**src/rtl/decoder_pkg.sv**
```systemverilog
// Shared types and helpers for the scan decoder.
// Holds the FSM state enum, mode encodings and the one-hot helper.
package decoder_pkg;

   typedef enum logic [1:0] {
      ST_IDLE,
      ST_DIRECT,
      ST_SCAN
   } state_t;

   localparam logic MODE_DIRECT = 1'b0;
   localparam logic MODE_SCAN   = 1'b1;

   localparam int MAX_SEL_W = 8;
   localparam int MAX_OUT_W = 2 ** MAX_SEL_W;

   function automatic logic [MAX_OUT_W-1:0] onehot(
      input logic [MAX_SEL_W-1:0] i_idx
   );
      logic [MAX_OUT_W-1:0] v;
      v        = '0;
      v[i_idx] = 1'b1;
      return v;
   endfunction

endpackage

```
**src/rtl/scan_decoder_onehot_decode.sv**
```systemverilog
// Combinational index to one-hot decoder.
// Ports: i_idx (line index), o_onehot (2**SEL_W one-hot lines).
module onehot_decode
   import decoder_pkg::*;
#(
   parameter int unsigned SEL_W = 4
) (
   input  logic [SEL_W-1:0]      i_idx,
   output logic [2**SEL_W-1:0]   o_onehot
);

   localparam int OUT_W = 2 ** SEL_W;

   logic [MAX_OUT_W-1:0] w_full;

   assign w_full   = onehot(MAX_SEL_W'(i_idx));
   assign o_onehot = w_full[OUT_W-1:0];

   // Upper lines of the shared helper are never used at this width.
   generate
      if (OUT_W < MAX_OUT_W) begin : g_unused
         logic w_unused;
         assign w_unused = ^w_full[MAX_OUT_W-1:OUT_W];
      end
   endgenerate

endmodule

```
**src/rtl/scan_decoder.sv**
```systemverilog
// Registered N-to-2^N decoder with DIRECT (handshaked select) and SCAN modes.
// Ports: clk, rst_n, en, mode, sel_valid/sel/sel_ready, out, idx, wrap.
module scan_decoder
   import decoder_pkg::*;
#(
   parameter int unsigned SEL_W      = 4,
   parameter int unsigned DWELL      = 4,
   parameter bit          ACTIVE_LOW = 1'b0
) (
   input  logic                clk,
   input  logic                rst_n,
   input  logic                en,
   input  logic                mode,
   input  logic                sel_valid,
   input  logic [SEL_W-1:0]    sel,
   output logic                sel_ready,
   output logic [2**SEL_W-1:0] out,
   output logic [SEL_W-1:0]    idx,
   output logic                wrap
);

   localparam int OUT_W = 2 ** SEL_W;
   localparam int CNT_W = (DWELL > 1) ? $clog2(DWELL) : 1;

   localparam logic [CNT_W-1:0] CNT_LAST = CNT_W'(DWELL - 1);
   localparam logic [SEL_W-1:0] IDX_LAST = '1;
   localparam logic [OUT_W-1:0] INACTIVE = {OUT_W{ACTIVE_LOW}};

   state_t           r_state;
   state_t           w_state_nx;
   logic [SEL_W-1:0] r_idx;
   logic [SEL_W-1:0] w_idx_nx;
   logic [CNT_W-1:0] r_cnt;
   logic [CNT_W-1:0] w_cnt_nx;
   logic             r_wrap;
   logic             w_wrap_nx;
   logic [OUT_W-1:0] r_out;
   logic [OUT_W-1:0] w_onehot;
   logic [OUT_W-1:0] w_out_nx;
   logic             w_last;
   logic             w_ready;
   logic             w_accept;

   assign w_last = (r_cnt == CNT_LAST);

   // Ready is withheld on a mode-change cycle so an accept is never dropped.
   always_comb begin
      w_ready = 1'b0;
      if (en) begin
         unique case (r_state)
            ST_DIRECT: w_ready = (mode == MODE_DIRECT);
            ST_SCAN:   w_ready = (mode == MODE_SCAN) & w_last;
            default:   w_ready = 1'b0;
         endcase
      end
   end

   assign w_accept = sel_valid & w_ready;

   always_comb begin
      w_state_nx = r_state;
      w_idx_nx   = r_idx;
      w_cnt_nx   = r_cnt;
      w_wrap_nx  = 1'b0;
      if (!en) begin
         w_state_nx = ST_IDLE;
         w_cnt_nx   = '0;
      end else begin
         unique case (r_state)
            ST_IDLE: begin
               w_state_nx = (mode == MODE_SCAN) ? ST_SCAN : ST_DIRECT;
               w_cnt_nx   = '0;
            end
            ST_DIRECT: begin
               if (mode == MODE_SCAN) begin
                  w_state_nx = ST_SCAN;
                  w_cnt_nx   = '0;
               end else if (w_accept) begin
                  w_idx_nx = sel;
               end
            end
            ST_SCAN: begin
               if (mode == MODE_DIRECT) begin
                  w_state_nx = ST_DIRECT;
                  w_cnt_nx   = '0;
               end else if (w_last) begin
                  w_cnt_nx = '0;
                  if (w_accept) begin
                     w_idx_nx = sel;
                  end else begin
                     w_idx_nx  = r_idx + SEL_W'(1);
                     w_wrap_nx = (r_idx == IDX_LAST);
                  end
               end else begin
                  w_cnt_nx = r_cnt + CNT_W'(1);
               end
            end
            default: begin
               w_state_nx = ST_IDLE;
               w_cnt_nx   = '0;
            end
         endcase
      end
   end

   onehot_decode #(
      .SEL_W (SEL_W)
   ) u_dec (
      .i_idx    (w_idx_nx),
      .o_onehot (w_onehot)
   );

   // XOR with INACTIVE turns one-hot into one-cold when ACTIVE_LOW.
   assign w_out_nx = (w_state_nx == ST_IDLE) ? INACTIVE
                                             : (w_onehot ^ INACTIVE);

   always_ff @(posedge clk or negedge rst_n) begin
      if (!rst_n) begin
         r_state <= ST_IDLE;
         r_idx   <= '0;
         r_cnt   <= '0;
         r_wrap  <= 1'b0;
         r_out   <= INACTIVE;
      end else begin
         r_state <= w_state_nx;
         r_idx   <= w_idx_nx;
         r_cnt   <= w_cnt_nx;
         r_wrap  <= w_wrap_nx;
         r_out   <= w_out_nx;
      end
   end

   assign sel_ready = w_ready;
   assign out       = r_out;
   assign idx       = r_idx;
   assign wrap      = r_wrap;

endmodule
```
**config.mk**
```make
export PLATFORM = sky130hd
export DESIGN_NAME = scan_decoder
export DESIGN_NICKNAME = d
export VERILOG_FILES = /design/src/rtl/decoder_pkg.sv /design/src/rtl/scan_decoder_onehot_decode.sv /design/src/rtl/scan_decoder.sv
export SDC_FILE = /design/constraint.sdc
export NUM_CORES = 1
export LEC_CHECK = 0
export ABC_CLOCK_PERIOD_IN_PS = 2600
export CAP_MARGIN = 20
export CORE_UTILIZATION = 50
export CTS_BUF_LIST = sky130_fd_sc_hd__clkbuf_8
export DETAILED_ROUTE_END_ITERATION = 10
export HOLD_SLACK_MARGIN = 0.15
export PLACE_DENSITY = 0.83
export SLEW_MARGIN = 5
export SYNTH_ARGS = -nofsm -noshare
export SYNTH_HDL_FRONTEND = slang
export SYNTH_SLANG_ARGS = --single-unit
```
**constraint.sdc**
```tcl
create_clock -name clk -period 2.6 [get_ports clk]
set_input_delay 0.65 -clock clk [delete_from_list [all_inputs] [get_ports clk]]
set_output_delay 0.65 -clock clk [all_outputs]
set_load 0.01 [all_outputs]
```
==> impl_metrics.py, run 1 <==
metrics = {
    "run_status": {
        "outcome": "finished clean",
    },
    "sta": {
        "period_minus_slack_ns": 2.55,
        "worst_pin_slew_ns": 0.393,
        "setup_violations": 0,
        "drv_slew": 0,
        "skew_ns": 0.00420,
        "finalCritPeriodShare_pct": 98.2,
        "fmax_mhz": 392,
        "slew_headroom_pct": 73.1,
        "hold_viol": 0,
    },
    "clock_tree": {
        "root_buffer": "clkbuf_8",
        "htree_num_levels": 1,
        "clk_pin_slew_ns": 0.09,
        "numCtsBuffers": 3,
        "cts_tree": "yes",
        "clock_latency_ns": 0.28,
        "cts.path.max_buffers": 2,
        "clock_sinks": 25,
        "post-cts-setup-buffer-count": 0,
    },
    "synth": {
        "ys.flop_type": "dfrtp_1",
        "synth_top_family_by_area": "simple AND/OR/NAND/NOR gates",
        "synth-seq-cells": 25,
        "yosysUniqueCellTypes": 42,
        "synth-simple-area-share_pct": 21.8,
        "synthXorXnorAreaFrac_pct": 0.688,
        "synth_fa_ha_area_share_pct": 5.89,
        "synthCells": 120,
        "ys_async_sr_fraction_pct": 100,
        "avgSynthCellArea_um2": 10.6,
        "yosysWarnings": 0,
        "synth-compound-area-share_pct": 16.3,
        "synthMuxAreaShare_pct": 2.06,
        "synth_edf_count": 0,
        "syn_nets": 135,
        "synth_area_um2": 1270,
        "yosysSeqAreaShare_pct": 49.1,
    },
    "finish": {
        "drive_gt1_share_pct": 24.0,
        "final_core_util_pct": 80.3,
        "diodes": 0,
        "n_fill_cell": 152,
        "area_delta_synth_final_pct": 44.9,
        "finalNetCount": 191,
        "final_common_cell": "clkdlybuf4s50_1",
        "layout_common_cells": "clkdlybuf4s50_1 (28), dfrtp_1 (25), buf_4 (25)",
    },
    "grt": {
        "grtUsageTotal_pct": 28.6,
        "grt_pass1_wl_um": 5610,
        "antenna_found_initial": 0,
        "grt_pass1_vias": 1187,
        "grt_overflow_total": 0,
        "grt_max_degree": 26,
    },
    "setup_path": {
        "startpoint_type": "input port",
        "cp-end-kind": "register",
        "worstPathArrival_ns": 2.75,
        "path_max_fanout": 4,
        "worstSetupPathType": "in2reg",
        "cp.required_ns": 2.79,
    },
    "run": {
        "drv_cap": 0,
    },
    "power": {
        "p_per_area_nw_per_um2": 614,
        "p_leak_nw": 0.836,
        "vdd_drop_max_mv": 0.529,
        "total_power_mw": 1.13,
    },
    "die": {
        "rows": 17,
        "die-height_um": 52.5,
        "core_area_um2": 2300,
        "start_util_pct": 55.4,
        "pin_count": 31,
        "die-area_um2": 2750,
        "die_x_um": 52.5,
    },
    "place": {
        "io_buffers": 30,
        "place_congestion": 0.906,
        "hpwl_um": 2580,
    },
    "drt": {
        "antenna_left": 0,
        "vias": 1176,
        "drt_iter0_drc": 16,
        "avgRoutedWirePerCell_um": 16.8,
        "avgViaCountPerCell": 5.79,
        "routed_wl_um": 3420,
        "drtPass1Iterations": 4,
        "route.detailed.drc": 0,
    },
    "hold_path": {
        "hp-class": "reg2reg",
    },
}
-- metal layers --
metal  routed length [µm]  vias up  track usage [%]
met5                    0        -                0
met4                   32        0             8.77
met3                  140        6             3.19
met2                 1790       49             50.6
met1                 1450      574             36.0
li1                     -      547                -
-- synthesized netlist by cell type, types with 2 or more instances --
master	instances	area share, %
a21oi_1	4	1.6
and2_1	2	0.98
buf_2	3	1.2
clkinv_1	2	0.59
dfrtp_1	25	49
ha_1	6	5.9
inv_1	5	1.5
nand2_1	5	1.5
nand3_1	4	1.6
nor2_1	4	1.2
nor2b_1	5	2.5
nor3_1	16	6.3
nor4b_1	2	1.4
o211ai_1	3	1.8
o21ai_0	6	2.4
or4b_1	2	1.6
-- registers in the layout, indices dropped and copies added (netlist names) --
signal,flops
idx,4
r_cnt,2
wrap,1
r_state,2
out,16
-- path summary, 6_finish.rpt --
check	cells past startpoint	slack, ns	endpoint	startpoint
min reg2reg	2	0.59	r_cnt[1]	r_cnt[1]
min in group asynchronous	2	0.72	idx[1]	rst_n
max reg2reg	8	0.15	out[6]	r_state[0]
max	7	0.05	out[6]	mode
min	2	0.59	r_cnt[1]	r_cnt[1]
max in group asynchronous	2	1.64	r_state[0]	rst_n
-- where the power goes --
| part | switching (mW) | leakage [nW] | internal, mW |
|---|---|---|---|
| Sequential | 0.0467 | 0.345 | 0.427 |
| Combinational | 0.207 | 0.469 | 0.210 |
| Clock | 0.133 | 0.0217 | 0.109 |
-- kinds of logic (layout without fill, tap and decap cells) --
family                     after synthesis  in the layout
adders and majority gates                6              6
xor gates and xnor gates                 1              1
DFF                                     25             25
muxes                                    2              2
AOI/OAI and AO/OA                       26             26
and+or+nand+nor                         48             48
buffers and inverters                   12             67
-- final cells by class --
class | count | area, µm² | share of cell area (%)
clock buffer | 3 | 41.3 | 2.24
clock inverter | 1 | 7.51 | 0.407
inverter | 8 | 30.0 | 1.63
multi-input combinational | 83 | 617 | 33.4
sequential | 25 | 626 | 33.9
tap | 28 | 35.0 | 1.90
timing repair buffer | 55 | 489 | 26.5
-- critical path, stage by stage --
cell and delay (ns):
clkdlybuf4s50_1 0.46, nand4b_2 0.26, mux2_4 0.33, a221oi_4 0.27
inv_2 0.08, or4b_4 0.53, nor3_1 0.16
-- per-stage QoR --
stage	hold WS [ns]	setup TNS [ns]	std cells	cell area (µm²)	setup slack [ns]
after global placement	0.533	-1.32	199	1770	-0.190
after global routing	0.607	-0.0347	203	1850	-0.0196
final	0.586	0	203	1850	0.0478
after CTS	0.569	0	203	1820	0.00154
after detailed placement	0.545	-2.46	199	1770	-0.238
after floorplan	0.354	0	120	1270	0.306
-- timing repair --
| item | 4_1_cts | 5_1_grt |
|---|---|---|
| resized for setup | 1 | 6 |
| endpoints found under the setup margin | 1 | 8 |
| hold buffers | 0 | 0 |
Power figures use the tool's default switching activity.
==> inputs of run 2 (changes only) <==
- ABC_CLOCK_PERIOD_IN_PS: 2600 -> 2700
- SETUP_SLACK_MARGIN: unset -> 0.05
- clock period: 2.6 -> 2.7 ns (I/O delays scaled with it)
==> run 2 against run 1 <==
  * Clock skew decreased by 0.0017 ns
  * Cell area grew 0.54%
  * Global-route usage decreased by 1.5 points
  * Clock-buffer cell count unchanged
  * Total power is 3.3% lower
  * Largest power group unchanged
  * Highest routed layer unchanged
  * Largest cell class is now multi-input combinational cells
  * Flip-flop and latch count is the same
==> impl_metrics.py, run 2 (same netlist as run 1, synthesis figures left out) <==
metrics = {
    "run": {
        "drv_cap": 0,
    },
    "hold_path": {
        "hp-class": "reg2reg",
    },
    "drt": {
        "route.detailed.drc": 0,
        "drtPass1Iterations": 4,
        "avgRoutedWirePerCell_um": 17.1,
        "routed_wl_um": 3430,
        "drt_iter0_drc": 33,
        "avgViaCountPerCell": 5.91,
        "antenna_left": 0,
        "vias": 1182,
    },
    "clock_tree": {
        "numCtsBuffers": 3,
        "ctsHoldBuffers": 0,
        "cts.path.max_buffers": 2,
        "clk_pin_slew_ns": 0.08,
        "post-cts-setup-buffer-count": 0,
        "clock_latency_ns": 0.27,
        "root_buffer": "clkbuf_8",
        "cts_tree": "yes",
        "clock_sinks": 25,
        "htree_num_levels": 1,
    },
    "die": {
        "die_x_um": 52.5,
        "die-height_um": 52.5,
        "core_area_um2": 2300,
        "die-area_um2": 2750,
        "pin_count": 31,
        "start_util_pct": 55.4,
        "rows": 17,
    },
    "finish": {
        "diodes": 0,
        "drive_gt1_share_pct": 26.2,
        "final_core_util_pct": 80.8,
        "instances_no_fill": 200,
        "finalNetCount": 188,
        "area_delta_synth_final_pct": 45.7,
        "layout_common_cells": "clkdlybuf4s50_1 (28), dfrtp_1 (24), buf_4 (22)",
        "largest_reg_flops": 16,
        "fin_area_um2": 1860,
        "final_common_cell": "clkdlybuf4s50_1",
    },
    "place": {
        "hpwl_um": 2450,
        "io_buffers": 30,
        "dp.cells": 196,
        "placed_area_um2": 1750,
        "pre_cts_ws_ns": -0.196,
        "place_congestion": 0.902,
    },
    "grt": {
        "antenna_found_initial": 0,
        "grtUsageTotal_pct": 27.1,
        "grt_pass1_vias": 1176,
        "grt_overflow_total": 0,
        "grt_max_degree": 26,
        "grt_pass1_wl_um": 5350,
    },
    "power": {
        "vdd_drop_max_mv": 0.511,
        "p_per_area_nw_per_um2": 590,
        "p_leak_nw": 0.829,
        "total_power_mw": 1.09,
    },
    "sta": {
        "hold_viol": 0,
        "finalCritPeriodShare_pct": 96.0,
        "fmax_mhz": 386,
        "setup_violations": 0,
        "period_minus_slack_ns": 2.59,
        "worst_slack_ns": 0.108,
        "skew_ns": 0.00249,
        "tns_ns": 0,
        "slew_headroom_pct": 71.5,
        "whs_ns": 0.568,
        "drv_slew": 0,
        "worst_pin_slew_ns": 0.425,
    },
    "setup_path": {
        "startpoint_type": "input port",
        "worstSetupPathType": "in2reg",
        "cp-end-kind": "register",
        "cp.required_ns": 2.88,
        "worstPathArrival_ns": 2.77,
        "path_max_fanout": 9,
    },
    "run_status": {
        "outcome": "finished clean",
    },
}
-- run 2: area by class of cell --
| cell class | instances | area, µm² |
|---|---|---|
| inverter | 8 | 30.0 |
| clock inverter | 1 | 7.51 |
| clock buffer | 3 | 41.3 |
| fill | 147 | 442 |
| multi-input combinational | 83 | 648 |
| sequential | 25 | 627 |
| timing repair buffer | 52 | 467 |
| tap | 28 | 35.0 |
-- run 2: power by group --
part           internal [mW]  switching [mW]
clock                  0.105           0.117
sequential             0.411          0.0518
combinational          0.203           0.208
-- run 2: layer usage --
layer  GRT usage (%)  vias to the layer above  routed length, µm
met5               0                        -                  0
met4            11.0                        0                 74
met3            6.09                       12                169
met2            44.9                       45               1780
met1            33.8                      585               1400
li1                -                      540                  -
-- run 2: worst max-delay path, stage by stage --
cell             delay (ns)
clkdlybuf4s50_1        0.54
buf_4                  0.18
nand2_1                0.06
a21o_1                 0.23
o21ai_0                0.24
and3_1                 0.24
clkinv_1               0.28
nor3_1                 0.31
-- run 2: final timing paths --
| kind | cells after the start | endpoint | startpoint | slack, ns |
|---|---|---|---|---|
| min reg2reg | 2 | r_cnt[1] | r_cnt[1] | 0.57 |
| max reg2reg | 9 | out[8] | r_state[0] | 0.17 |
| min in group asynchronous | 2 | idx[3] | rst_n | 0.77 |
| max | 8 | out[8] | mode | 0.11 |
| min | 2 | r_cnt[1] | r_cnt[1] | 0.57 |
| max in group asynchronous | 2 | r_state[0] | rst_n | 1.68 |
-- run 2: timing repair --
action                     in CTS  in global routing
pin swaps                       0                  0
setup endpoints to repair       1                 11
resized for setup               1                 13
==> inputs of run 3 (changes only) <==
- MAX_ROUTING_LAYER: unset -> met4
==> run 3 against run 2 <==
  * First-iteration DRC count decreased by 9.1%
  * Sequential share of layout area unchanged
  * Combinational power about the same
  * Clock skew about the same
  * Clock power about the same
  * Global-route usage increased by 0.72 points
  * Sequential power about the same
  * Critical path depth unchanged
  * Critical path type unchanged
  * Wire length about the same
  * Highest routed layer unchanged
==> impl_metrics.py, run 3 (same netlist as run 1, synthesis figures left out) <==
metrics = {
    "sta": {
        "finalCritPeriodShare_pct": 96.1,
        "hold_viol": 0,
        "worst_pin_slew_ns": 0.402,
        "whs_ns": 0.568,
        "drv_slew": 0,
        "slew_headroom_pct": 72.5,
        "tns_ns": 0,
        "fmax_mhz": 386,
        "setup_violations": 0,
        "skew_ns": 0.00200,
        "period_minus_slack_ns": 2.59,
    },
    "run": {
        "drv_cap": 0,
    },
    "power": {
        "total_power_mw": 1.09,
        "pwr-share-seq_pct": 42.3,
        "comb_power_share_pct": 37.5,
        "vdd_drop_max_mv": 0.511,
        "pwr-share-clk_pct": 20.2,
        "p_leak_nw": 0.829,
        "p_switching_mw": 0.375,
        "p_int_mw": 0.719,
        "p_per_area_nw_per_um2": 590,
        "p_sw_share_pct": 34.3,
    },
    "drt": {
        "avgViaCountPerCell": 5.98,
        "antenna_left": 0,
        "avgRoutedWirePerCell_um": 17.1,
        "vias": 1196,
        "drtPass1Iterations": 4,
        "drt_iter0_drc": 30,
        "routed_wl_um": 3430,
        "route.detailed.drc": 0,
    },
    "clock_tree": {
        "post-cts-setup-buffer-count": 0,
        "ctsHoldBuffers": 0,
        "cts_resized": 1,
        "clk_pin_slew_ns": 0.08,
        "root_buffer": "clkbuf_8",
        "clock_latency_ns": 0.27,
        "numCtsBuffers": 3,
        "cts.path.max_buffers": 2,
        "clock_sinks": 25,
        "htree_num_levels": 1,
        "cts_tree": "yes",
    },
    "grt": {
        "grt_pass1_wl_um": 5350,
        "grt_max_degree": 26,
        "antenna_found_initial": 0,
        "grt_overflow_total": 0,
        "grtUsageTotal_pct": 27.8,
        "grt_pass1_vias": 1177,
    },
    "die": {
        "pin_count": 31,
        "start_util_pct": 55.4,
        "die-height_um": 52.5,
        "rows": 17,
        "core_area_um2": 2300,
        "die-area_um2": 2750,
        "die_x_um": 52.5,
    },
    "place": {
        "placed_area_um2": 1750,
        "io_buffers": 30,
        "place_congestion": 0.917,
        "hpwl_um": 2450,
    },
    "hold_path": {
        "hold_end": "r_cnt[1]",
        "holdPathStages": 2,
        "hp-class": "reg2reg",
        "worstHoldStart": "r_cnt[1]",
    },
    "setup_path": {
        "r2r-start": "r_state[0]",
        "timing.rr.end": "out[8]",
        "reg2reg_depth": 9,
        "worstSetupPathType": "in2reg",
        "worstPathArrival_ns": 2.77,
        "r2r_slack_ns": 0.17,
        "cp-startpoint": "mode",
        "path_max_fanout": 9,
        "startpoint_type": "input port",
        "cp-end-kind": "register",
        "cp.required_ns": 2.88,
    },
    "finish": {
        "fin_area_um2": 1860,
        "drive_gt1_share_pct": 26.2,
        "n_fill_cell": 147,
        "area_delta_synth_final_pct": 45.7,
        "largest_reg_flops": 16,
        "diodes": 0,
        "layout_common_cells": "clkdlybuf4s50_1 (28), dfrtp_1 (24), buf_4 (22)",
        "final_common_cell": "clkdlybuf4s50_1",
        "finalNetCount": 188,
    },
    "run_status": {
        "outcome": "finished clean",
    },
}
[run 3: cell counts in the layout (fill, tap and decap cells not counted)]
No cell type changed its count.
[run 3: layer usage]
| metal | vias to the layer above | global-route usage (%) | routed length [µm] |
|---|---|---|---|
| met5 | - | - | 0 |
| met4 | 0 | 11.0 | 80 |
| met3 | 12 | 6.09 | 176 |
| met2 | 50 | 45.4 | 1790 |
| met1 | 590 | 33.4 | 1380 |
| li1 | 544 | - | - |
[run 3: power by group through the flow]
stage / Clock (mW) / Combinational, mW / Sequential [mW]
4_1_cts: 0.227 / 0.374 / 0.461
6_report: 0.221 / 0.410 / 0.463
3_3_place_gp: 0 / 0.360 / 0.465
2_1_floorplan: 0 / 0.171 / 0.473
3_5_place_dp: 0 / 0.371 / 0.467
5_1_grt: 0.246 / 0.439 / 0.468
[run 3: how the worst max path moves through the flow]
stage                         end  cells past startpoint
after floorplan            out[0]                      8
after global placement     out[0]                      8
after detailed placement   out[5]                      8
after CTS                  out[5]                      8
after global routing      out[12]                      8
final                      out[8]                      8
[run 3: layout make-up]
| type | instances | area [µm²] | share of cell area, % |
|---|---|---|---|
| tap | 28 | 35.0 | 1.89 |
| clock inverter | 1 | 7.51 | 0.405 |
| multi-input combinational | 83 | 648 | 34.9 |
| sequential | 25 | 627 | 33.8 |
| timing repair buffer | 52 | 467 | 25.2 |
| inverter | 8 | 30.0 | 1.62 |
| clock buffer | 3 | 41.3 | 2.23 |
[run 3: critical path, stage by stage]
cell and delay [ns]:
clkdlybuf4s50_1 0.54, buf_4 0.18, nand2_1 0.06, a21o_1 0.23, o21ai_0 0.25, and3_1 0.24
clkinv_1 0.29, nor3_1 0.31
[run 3: through the flow]
step / std cells / util, % / setup slack, ns
floorplan: 120 / - / 0.406
global placement: 196 / 76.3 / -0.132
detailed placement: 196 / 76.3 / -0.196
CTS: 200 / 78.3 / 0.0821
global route: 200 / 80.8 / -0.00491
finish: 200 / 80.8 / 0.106
